===== src/rtl/full_adder.sv =====
// full_adder: one-bit full adder, purely combinational.
// It is built from two half adders. The first adds the operand bits.
// The second adds the carry-in to that partial sum.
// The two partial carries can never both be 1, so OR-ing them gives the carry-out.
module full_adder (
    input  logic [1:0] in,
    input  logic       c_in,
    output logic       sum,
    output logic       c_out
);

    logic w_s0;
    logic w_c0;
    logic w_c1;

    // Operand bits
    half_adder u_ha0 (
        .in    (in),
        .sum   (w_s0),
        .carry (w_c0)
    );

    // Partial sum plus incoming carry
    half_adder u_ha1 (
        .in    ({c_in, w_s0}),
        .sum   (sum),
        .carry (w_c1)
    );

    // Merge the two partial carries
    always_comb begin
        c_out = w_c0 | w_c1;
    end

endmodule


===== src/rtl/half_adder.sv =====
// half_adder: one-bit half adder, purely combinational.
// sum is the XOR of the two input bits, carry is their AND.
module half_adder (
    input  logic [1:0] in,
    output logic       sum,
    output logic       carry
);

    // Sum and carry of two bits
    always_comb begin
        sum   = in[0] ^ in[1];
        carry = in[0] & in[1];
    end

endmodule


===== src/rtl/adder_16.sv =====
// adder_16: WIDTH-bit ripple-carry adder with one registered output stage.
// The datapath is a chain of full_adder cells and uses no '+' operator.
// The carry into the top bit and the carry out of it are both visible here.
// That lets the signed-overflow flag be computed as their XOR.
// When in_valid is low, the result registers are not enabled.
// So whatever is on the operand pins that cycle never reaches the outputs.
module adder_16 #(
    parameter int WIDTH = 16
) (
    input  logic             clk,
    input  logic             rst,
    input  logic             in_valid,
    input  logic [WIDTH-1:0] in0,
    input  logic [WIDTH-1:0] in1,
    input  logic             c_in,
    output logic [WIDTH-1:0] out,
    output logic             c_out,
    output logic             ovf,
    output logic             out_valid
);

    // w_carry[i] is the carry into bit i; w_carry[WIDTH] is the final carry-out
    logic [WIDTH:0]   w_carry;
    logic [WIDTH-1:0] w_sum;
    logic             w_ovf;

    logic [WIDTH-1:0] r_out;
    logic             r_c_out;
    logic             r_ovf;
    logic             r_vld;

    assign w_carry[0] = c_in;

    genvar gi;
    generate
        for (gi = 0; gi < WIDTH; gi++) begin : g_fa
            full_adder u_fa (
                .in    ({in1[gi], in0[gi]}),
                .c_in  (w_carry[gi]),
                .sum   (w_sum[gi]),
                .c_out (w_carry[gi+1])
            );
        end
    endgenerate

    // Signed overflow: the carry into the MSB disagrees with the carry out of it
    always_comb begin
        w_ovf = w_carry[WIDTH-1] ^ w_carry[WIDTH];
    end

    // Result register.
    // Reset wins over in_valid.
    // The result loads only on a valid cycle and holds otherwise.
    always_ff @(posedge clk) begin
        if (rst) begin
            r_out   <= '0;
            r_c_out <= 1'b0;
            r_ovf   <= 1'b0;
            r_vld   <= 1'b0;
        end else begin
            r_vld <= in_valid;
            if (in_valid) begin
                r_out   <= w_sum;
                r_c_out <= w_carry[WIDTH];
                r_ovf   <= w_ovf;
            end
        end
    end

    assign out       = r_out;
    assign c_out     = r_c_out;
    assign ovf       = r_ovf;
    assign out_valid = r_vld;

endmodule


===== config.mk =====
export PLATFORM = sky130hd
export DESIGN_NAME = adder_16
export DESIGN_NICKNAME = d
export VERILOG_FILES = /design/src/rtl/full_adder.sv /design/src/rtl/half_adder.sv /design/src/rtl/adder_16.sv
export SDC_FILE = /design/constraint.sdc
export NUM_CORES = 1
export LEC_CHECK = 0
export ABC_AREA = 1
export BUFFER_PORTS_ARGS = -buffer_cell sky130_fd_sc_hd__buf_4
export CORE_ASPECT_RATIO = 0.5
export CORE_UTILIZATION = 45
export DETAILED_ROUTE_END_ITERATION = 10
export HOLD_SLACK_MARGIN = 0.08
export PLACE_DENSITY_LB_ADDON = 0.1
export SYNTH_ARGS = -nofsm -noshare
export SYNTH_HDL_FRONTEND = slang
export SYNTH_HIERARCHICAL = 1
export SYNTH_SLANG_ARGS = --single-unit

===== constraint.sdc =====
create_clock -name clk -period 11.69 [get_ports clk]
set_input_delay 2.338 -clock clk [delete_from_list [all_inputs] [get_ports clk]]
set_output_delay 2.338 -clock clk [all_outputs]
set_load 0.01 [all_outputs]

# [Yosys cells after proc, flatten, opt, wreduce, memory -nomap -nowiden]
# Cells that the tools add are included.
[totals] elab_cells=85 register_bits=19
[classes] n_bitwise=81
[op_table] cell="bitwise XOR 1 bit" n=33
[op_table] cell="AND 1 bit" n=32
[op_table] cell="OR 1 bit" n=16

# [Longest topological paths before layout]
[logic_depth] word_depth=34 mapped_depth=54 depth_no_buf=54

# [Cells and area by module]
# Netlist, hierarchy kept.
[modules_own_cells] module="adder_16" cells_each=86 seq_area_each_um2=380.4 area_per_inst_um2=726.9 n_inst=1
[modules_own_cells] module="half_adder" cells_each=1 seq_area_each_um2=0.0 area_per_inst_um2=12.5 n_inst=32
[modules_own_cells] module="full_adder" cells_each=3 seq_area_each_um2=0.0 area_per_inst_um2=11.3 n_inst=16

# [Worst setup path before layout]
# No wires, ideal clock.
[synth_path] kind="in2reg" start="input in0[0]" end="register r_ovf, in the netlist ovf" setup_ns=0.109 cell_stages=53 arrival_time_ns=6.808 n_path_buf=0 slack_ns=4.773 cell_sequence="ha_1 ha_1 inv_1 nand2_1 ha_1 inv_1 nand2_1 ha_1 inv_1 nand2_1 ha_1 inv_1 nand2_1 ha_1 inv_1 nand2_1 ha_1 inv_1 (+17 left out) inv_1 nand2_1 ha_1 inv_1 nand2_1 ha_1 inv_1 nand2_1 ha_1 inv_1 nand2_1 ha_1 inv_1 nand2_1 nand2_1 nand3_1 nand2_1 inv_1"
[synth_between] elab_chain_cells=34
[synth_rtl] item="start, declared" line="adder_16.sv:13" text="input logic [WIDTH-1:0] in0,"
[synth_rtl] item="bitwise XOR 1 bit" line="half_adder.sv:11" text="sum = in[0] ^ in[1];"
[synth_rtl] item="AND 1 bit" line="half_adder.sv:12" text="carry = in[0] & in[1];"
[synth_rtl] item="named net g_fa[0].u_fa.w_c1" line="full_adder.sv:14" text="logic w_c1;"
[synth_rtl] item="OR 1 bit" line="full_adder.sv:32" text="c_out = w_c0 | w_c1;"
[synth_rtl] item="named net w_carry[1]" line="adder_16.sv:23" text="logic [WIDTH:0] w_carry;"
[synth_rtl] item="AND 1 bit" line="half_adder.sv:12"
[synth_rtl] item="named net g_fa[1].u_fa.w_c1" line="full_adder.sv:14"
[synth_rtl] item="OR 1 bit" line="full_adder.sv:32"
[synth_rtl] item="named net w_carry[2]" line="adder_16.sv:23"
[synth_rtl] item="(+1 left out)"
[synth_rtl] item="named net g_fa[2].u_fa.w_c1" line="full_adder.sv:14"
[synth_rtl] item="(+1 left out)"
[synth_rtl] item="named net w_carry[3]" line="adder_16.sv:23"
[synth_rtl] item="(+1 left out)"
[synth_rtl] item="named net g_fa[3].u_fa.w_c1" line="full_adder.sv:14"
[synth_rtl] item="(+1 left out)"
[synth_rtl] item="named net w_carry[4]" line="adder_16.sv:23"
[synth_rtl] item="(+1 left out)"
[synth_rtl] item="named net g_fa[4].u_fa.w_c1" line="full_adder.sv:14"
[synth_rtl] item="(+1 left out)"
[synth_rtl] item="named net w_carry[5]" line="adder_16.sv:23"
[synth_rtl] item="(+1 left out)"
[synth_rtl] item="named net g_fa[5].u_fa.w_c1" line="full_adder.sv:14"
[synth_rtl] item="(+1 left out)"
[synth_rtl] item="named net w_carry[6]" line="adder_16.sv:23"
[synth_rtl] item="(+1 left out)"
[synth_rtl] item="named net g_fa[6].u_fa.w_c1" line="full_adder.sv:14"
[synth_rtl] item="(+1 left out)"
[synth_rtl] item="named net w_carry[7]" line="adder_16.sv:23"
[synth_rtl] item="(+1 left out)"
[synth_rtl] item="named net g_fa[7].u_fa.w_c1" line="full_adder.sv:14"
[synth_rtl] item="(+1 left out)"
[synth_rtl] item="named net w_carry[8]" line="adder_16.sv:23"
[synth_rtl] item="(+1 left out)"
[synth_rtl] item="named net g_fa[8].u_fa.w_c1" line="full_adder.sv:14"
[synth_rtl] item="(+1 left out)"
[synth_rtl] item="named net w_carry[9]" line="adder_16.sv:23"
[synth_rtl] item="(+1 left out)"
[synth_rtl] item="named net g_fa[9].u_fa.w_c1" line="full_adder.sv:14"
[synth_rtl] item="(+1 left out)"
[synth_rtl] item="named net w_carry[10]" line="adder_16.sv:23"
[synth_rtl] item="(+1 left out)"
[synth_rtl] item="named net g_fa[10].u_fa.w_c1" line="full_adder.sv:14"
[synth_rtl] item="(+1 left out)"
[synth_rtl] item="named net w_carry[11]" line="adder_16.sv:23"
[synth_rtl] item="(+1 left out)"
[synth_rtl] item="named net g_fa[11].u_fa.w_c1" line="full_adder.sv:14"
[synth_rtl] item="(+1 left out)"
[synth_rtl] item="named net w_carry[12]" line="adder_16.sv:23"
[synth_rtl] item="(+1 left out)"
[synth_rtl] item="named net g_fa[12].u_fa.w_c1" line="full_adder.sv:14"
[synth_rtl] item="(+1 left out)"
[synth_rtl] item="named net w_carry[13]" line="adder_16.sv:23"
[synth_rtl] item="(+1 left out)"
[synth_rtl] item="named net g_fa[13].u_fa.w_c1" line="full_adder.sv:14"
[synth_rtl] item="(+1 left out)"
[synth_rtl] item="named net w_carry[14]" line="adder_16.sv:23"
[synth_rtl] item="(+1 left out)"
[synth_rtl] item="named net g_fa[14].u_fa.w_c1" line="full_adder.sv:14"
[synth_rtl] item="OR 1 bit" line="full_adder.sv:32"
[synth_rtl] item="named net w_carry[15]" line="adder_16.sv:23"
[synth_rtl] item="AND 1 bit" line="half_adder.sv:12"
[synth_rtl] item="named net g_fa[15].u_fa.w_c1" line="full_adder.sv:14"
[synth_rtl] item="OR 1 bit" line="full_adder.sv:32"
[synth_rtl] item="named net w_carry[16]" line="adder_16.sv:23"
[synth_rtl] item="bitwise XOR 1 bit" line="adder_16.sv:48" text="w_ovf = w_carry[WIDTH-1] ^ w_carry[WIDTH];"
[synth_rtl] item="end signal, assigned" line="adder_16.sv:65" text="r_ovf <= w_ovf;"
[synth_rtl] item="end, declared" line="adder_16.sv:29" text="logic r_ovf;"
# The timed path passes the listed nets, and every way through them passes these cells.
# A chain may end at the register's enable or synchronous reset.

# [Final worst setup path]
[layout_path] start="input in0[0]" end="register r_ovf, in the netlist ovf"
[layout_between] elab_chain_cells=34
[layout_rtl] item="bitwise XOR 1 bit" line="half_adder.sv:11"
[layout_rtl] item="named net g_fa[0].u_fa.w_s0" line="full_adder.sv:12" text="logic w_s0;"
[layout_rtl] item="AND 1 bit" line="half_adder.sv:12"
[layout_rtl] item="named net g_fa[0].u_fa.w_c1" line="full_adder.sv:14"
[layout_rtl] item="OR 1 bit" line="full_adder.sv:32"
[layout_rtl] item="named net w_carry[1]" line="adder_16.sv:23"
[layout_rtl] item="AND 1 bit" line="half_adder.sv:12"
[layout_rtl] item="named net g_fa[1].u_fa.w_c1" line="full_adder.sv:14"
[layout_rtl] item="(+1 left out)"
[layout_rtl] item="named net w_carry[2]" line="adder_16.sv:23"
[layout_rtl] item="(+1 left out)"
[layout_rtl] item="named net g_fa[2].u_fa.w_c1" line="full_adder.sv:14"
[layout_rtl] item="(+1 left out)"
[layout_rtl] item="named net w_carry[3]" line="adder_16.sv:23"
[layout_rtl] item="(+1 left out)"
[layout_rtl] item="named net g_fa[3].u_fa.w_c1" line="full_adder.sv:14"
[layout_rtl] item="(+1 left out)"
[layout_rtl] item="named net w_carry[4]" line="adder_16.sv:23"
[layout_rtl] item="(+1 left out)"
[layout_rtl] item="named net g_fa[4].u_fa.w_c1" line="full_adder.sv:14"
[layout_rtl] item="(+1 left out)"
[layout_rtl] item="named net w_carry[5]" line="adder_16.sv:23"
[layout_rtl] item="(+1 left out)"
[layout_rtl] item="named net g_fa[5].u_fa.w_c1" line="full_adder.sv:14"
[layout_rtl] item="(+1 left out)"
[layout_rtl] item="named net w_carry[6]" line="adder_16.sv:23"
[layout_rtl] item="(+1 left out)"
[layout_rtl] item="named net g_fa[6].u_fa.w_c1" line="full_adder.sv:14"
[layout_rtl] item="(+1 left out)"
[layout_rtl] item="named net w_carry[7]" line="adder_16.sv:23"
[layout_rtl] item="(+1 left out)"
[layout_rtl] item="named net g_fa[7].u_fa.w_c1" line="full_adder.sv:14"
[layout_rtl] item="(+1 left out)"
[layout_rtl] item="named net w_carry[8]" line="adder_16.sv:23"
[layout_rtl] item="(+1 left out)"
[layout_rtl] item="named net g_fa[8].u_fa.w_c1" line="full_adder.sv:14"
[layout_rtl] item="(+1 left out)"
[layout_rtl] item="named net w_carry[9]" line="adder_16.sv:23"
[layout_rtl] item="(+1 left out)"
[layout_rtl] item="named net g_fa[9].u_fa.w_c1" line="full_adder.sv:14"
[layout_rtl] item="(+1 left out)"
[layout_rtl] item="named net w_carry[10]" line="adder_16.sv:23"
[layout_rtl] item="(+1 left out)"
[layout_rtl] item="named net g_fa[10].u_fa.w_c1" line="full_adder.sv:14"
[layout_rtl] item="(+1 left out)"
[layout_rtl] item="named net w_carry[11]" line="adder_16.sv:23"
[layout_rtl] item="(+1 left out)"
[layout_rtl] item="named net g_fa[11].u_fa.w_c1" line="full_adder.sv:14"
[layout_rtl] item="(+1 left out)"
[layout_rtl] item="named net w_carry[12]" line="adder_16.sv:23"
[layout_rtl] item="(+1 left out)"
[layout_rtl] item="named net g_fa[12].u_fa.w_c1" line="full_adder.sv:14"
[layout_rtl] item="(+1 left out)"
[layout_rtl] item="named net w_carry[13]" line="adder_16.sv:23"
[layout_rtl] item="(+1 left out)"
[layout_rtl] item="named net g_fa[13].u_fa.w_c1" line="full_adder.sv:14"
[layout_rtl] item="(+1 left out)"
[layout_rtl] item="named net w_carry[14]" line="adder_16.sv:23"
[layout_rtl] item="(+1 left out)"
[layout_rtl] item="named net g_fa[14].u_fa.w_c1" line="full_adder.sv:14"
[layout_rtl] item="OR 1 bit" line="full_adder.sv:32"
[layout_rtl] item="named net w_carry[15]" line="adder_16.sv:23"
[layout_rtl] item="AND 1 bit" line="half_adder.sv:12"
[layout_rtl] item="named net g_fa[15].u_fa.w_c1" line="full_adder.sv:14"
[layout_rtl] item="OR 1 bit" line="full_adder.sv:32"
[layout_rtl] item="named net w_carry[16]" line="adder_16.sv:23"
[layout_rtl] item="bitwise XOR 1 bit" line="adder_16.sv:48"
# The timed path passes the listed nets, and every way through them passes these cells.

==> flow_summary_export.csv <==
group,metric,value,unit
status,outcome,"completed",
worst_setup_path,worstReg2RegEnd,"ovf",
cts,clkSinkCount,19,
floorplan,placementRows,13,
yosys,ys_ff_latch,19,
floorplan,die_x,78.2,µm
pwr,worst_ir_drop_vdd,83.2,µV
yosys,ys_async_sr_fraction,0,
detailed_routing,drc,0,
place,place_inst,252,
yosys,synth_cell_types,14,
finish,layout.nets,288,
yosys,syn_avg_cell_area,7.88,µm²
worst_setup_path,cp_top_family,"adder cells",
worst_setup_path,start_kind,"input pin",
global_routing,overflow,0,
timing,tns,0,ns
detailed_routing,drtAntennaViolNets,0,
place,pre_cts_ws,4.21,ns
yosys,syn_nets,234,
timing,period_minus_slack,7.16,ns
worst_hold_path,hp-class,"flip-flop to flip-flop",
timing,grt_setup_unrepaired,"no",
worst_hold_path,worstHoldPathCells,2,
floorplan,core-area,2670,µm²
finish,fillCellCount,244,
worst_setup_path,reg2reg_setup_slack,11.04,ns
timing,hold_viol,0,
worst_setup_path,reg2reg_depth,4,
worst_hold_path,hp-start,"out[1]",
job,cap_violations,0,
pwr,powerDensity,101,nW/µm²
finish,final_core_util,0.658,
finish,antenna_cells,0,
pwr,p_leak,0.972,nW
detailed_routing,wire_per_inst,9.55,µm
worst_setup_path,path_common_cell,"nand2_1",
timing,finalClockSkew,0,ns
worst_setup_path,cpMaxStageDelayCell,"ha_1",
floorplan,initial_utilization,0.490,
worst_setup_path,crit_required,11.85,ns
finish,synthToLayoutAreaGrowth,34.2,%
yosys,synth_top_area_frac,0.306,
worst_setup_path,path_buf_inv,18,
timing,final-setup-viol-count,0,
floorplan,num_io_pins,55,
floorplan,fp.dieH,40.1,µm
yosys,synth_ff_type,"dfxtp_1",
yosys,seq_area_frac_synth,0.291,
worst_setup_path,timing.rr.start,"ovf",
detailed_routing,vias,1131,
cts,cts-htree-levels,1,
place,dpl.hpwl,1960,µm
detailed_routing,via_per_inst,4.42,
timing,fmax,140,MHz
floorplan,die-area,3140,µm²
global_routing,grt_max_degree,21,
detailed_routing,drtIter0Drc,42,
global_routing,grt_pass1_wl,4080,µm
global_routing,grtUsageTotal,0.173,
finish,drive_gt1_frac,0.320,
cts,post-cts-setup-buffers,0,
place,place.gp.congestion,0.724,
timing,setup_slack,4.53,ns
timing,slew-limit-headroom,0.803,
worst_hold_path,whs_endpoint,"out[1]",
cts,cts_max_path_buffers,2,
yosys,synthTopCellsByArea,"ha_1, dfxtp_1, nand2_1",
worst_setup_path,slowest_delay,0.28,ns
cts,clk_transition_reported_paths,0.07,ns
cts,cts-root-buf,"clkbuf_8",
place,numPortBuffers,54,
yosys,synth_commonest_cells,"nand2_1, inv_1, ha_1",
yosys,synth_area,1310,µm²
cts,cts-buffers-inserted,3,
yosys,synth_area_leader_cell,"ha_1",
detailed_routing,first_pass_iters,4,
cts,hold_buffers,0,
cts,cts_tree,"built",
yosys,syn_inst,166,
yosys,synth_edf_count,0,
detailed_routing,drt_wl_total,2450,µm
global_routing,grt_pass1_vias,976,
worst_setup_path,end_kind,"flip-flop",
worst_setup_path,arrival,7.32,ns
worst_setup_path,cp_max_fo,3,
yosys,ys_warn_count,6,
global_routing,antenna_found_initial,0,
finish,fin_cells,256,
cts,clk-insertion-delay-late,0.25,ns
worst_setup_path,crit_type,"input pin to flip-flop",
yosys,synth_most_common_cell,"nand2_1",
cts,cts_resized,0,
timing,maxSlewViolCount,0,
timing,worst_pin_slew,0.295,ns
timing,finalCritPeriodShare,0.613,
[sequential cells by signal, indices dropped and copies added, names as in the netlist]
signal     cells
c_out          1
out           16
out_valid      1
ovf            1
[power breakdown]
| group | leakage (nW) | internal (mW) | switching [mW] |
|---|---|---|---|
| sequential | 0.157 | 0.0711 | 0.00329 |
| clock | 0.0255 | 0.0237 | 0.0216 |
| combinational | 0.790 | 0.0298 | 0.0274 |
[cell families after synthesis]
logic type      Yosys count  share of synthesized area
simple gates             57                      0.167
flops                    19                      0.291
compound gates           17                     0.0938
buf+inv                  41                      0.143
fa+ha+maj                32                      0.306
[worst max path at each step]
stage          depth (start not counted)  slack [ns]   start  end
3_5_place_dp                          54        4.21  in0[0]  ovf
2_1_floorplan                         53        4.77  in0[0]  ovf
3_3_place_gp                          54        4.42  in0[0]  ovf
4_1_cts                               54        4.48  in0[0]  ovf
5_1_grt                               54        3.93  in0[0]  ovf
6_report                              54        4.53  in0[0]  ovf
[area by class of cell]
cell class / instances / area (µm²) / area share
tap: 37 / 46.3 / 0.0264
clock inverter: 1 / 5.00 / 0.00285
sequential: 19 / 380 / 0.217
timing repair buffer: 54 / 405 / 0.231
inverter: 36 / 135 / 0.0770
multi-input combinational: 106 / 741 / 0.422
clock buffer: 3 / 41.3 / 0.0235
[worst min-delay path, cell delays in order (launching register included)]
cell     delay, ns
dfxtp_1       0.31
nand2_1       0.06
a21oi_1       0.05
[routing by layer]
| metal | part of all wire | track usage |
|---|---|---|
| met1 | 0.44 | 0.192 |
| met2 | 0.48 | 0.349 |
| met3 | 0.074 | 0.0523 |
| met4 | 0.0045 | 0.0278 |
| met5 | 0 | 0 |
[per-stage QoR]
stage / cell area, µm² / total power [mW] / hold WS, ns
6_report: 1750 / 0.177 / 0.467
5_1_grt: 1750 / 0.191 / 0.478
4_1_cts: 1750 / 0.179 / 0.466
3_5_place_dp: 1710 / 0.134 / 0.455
3_3_place_gp: 1710 / 0.131 / 0.450
2_1_floorplan: 1310 / 0.110 / 0.483
[cell usage in the layout (no fill, tap or decap), drive strengths merged]
cell,count
dfxtp,19
inv,36
buf,54
nor2,3
nand3,1
a21oi,17
clkbuf,3
clkinv,1
ha,32
nand2,53
Power figures use the tool's default switching activity.
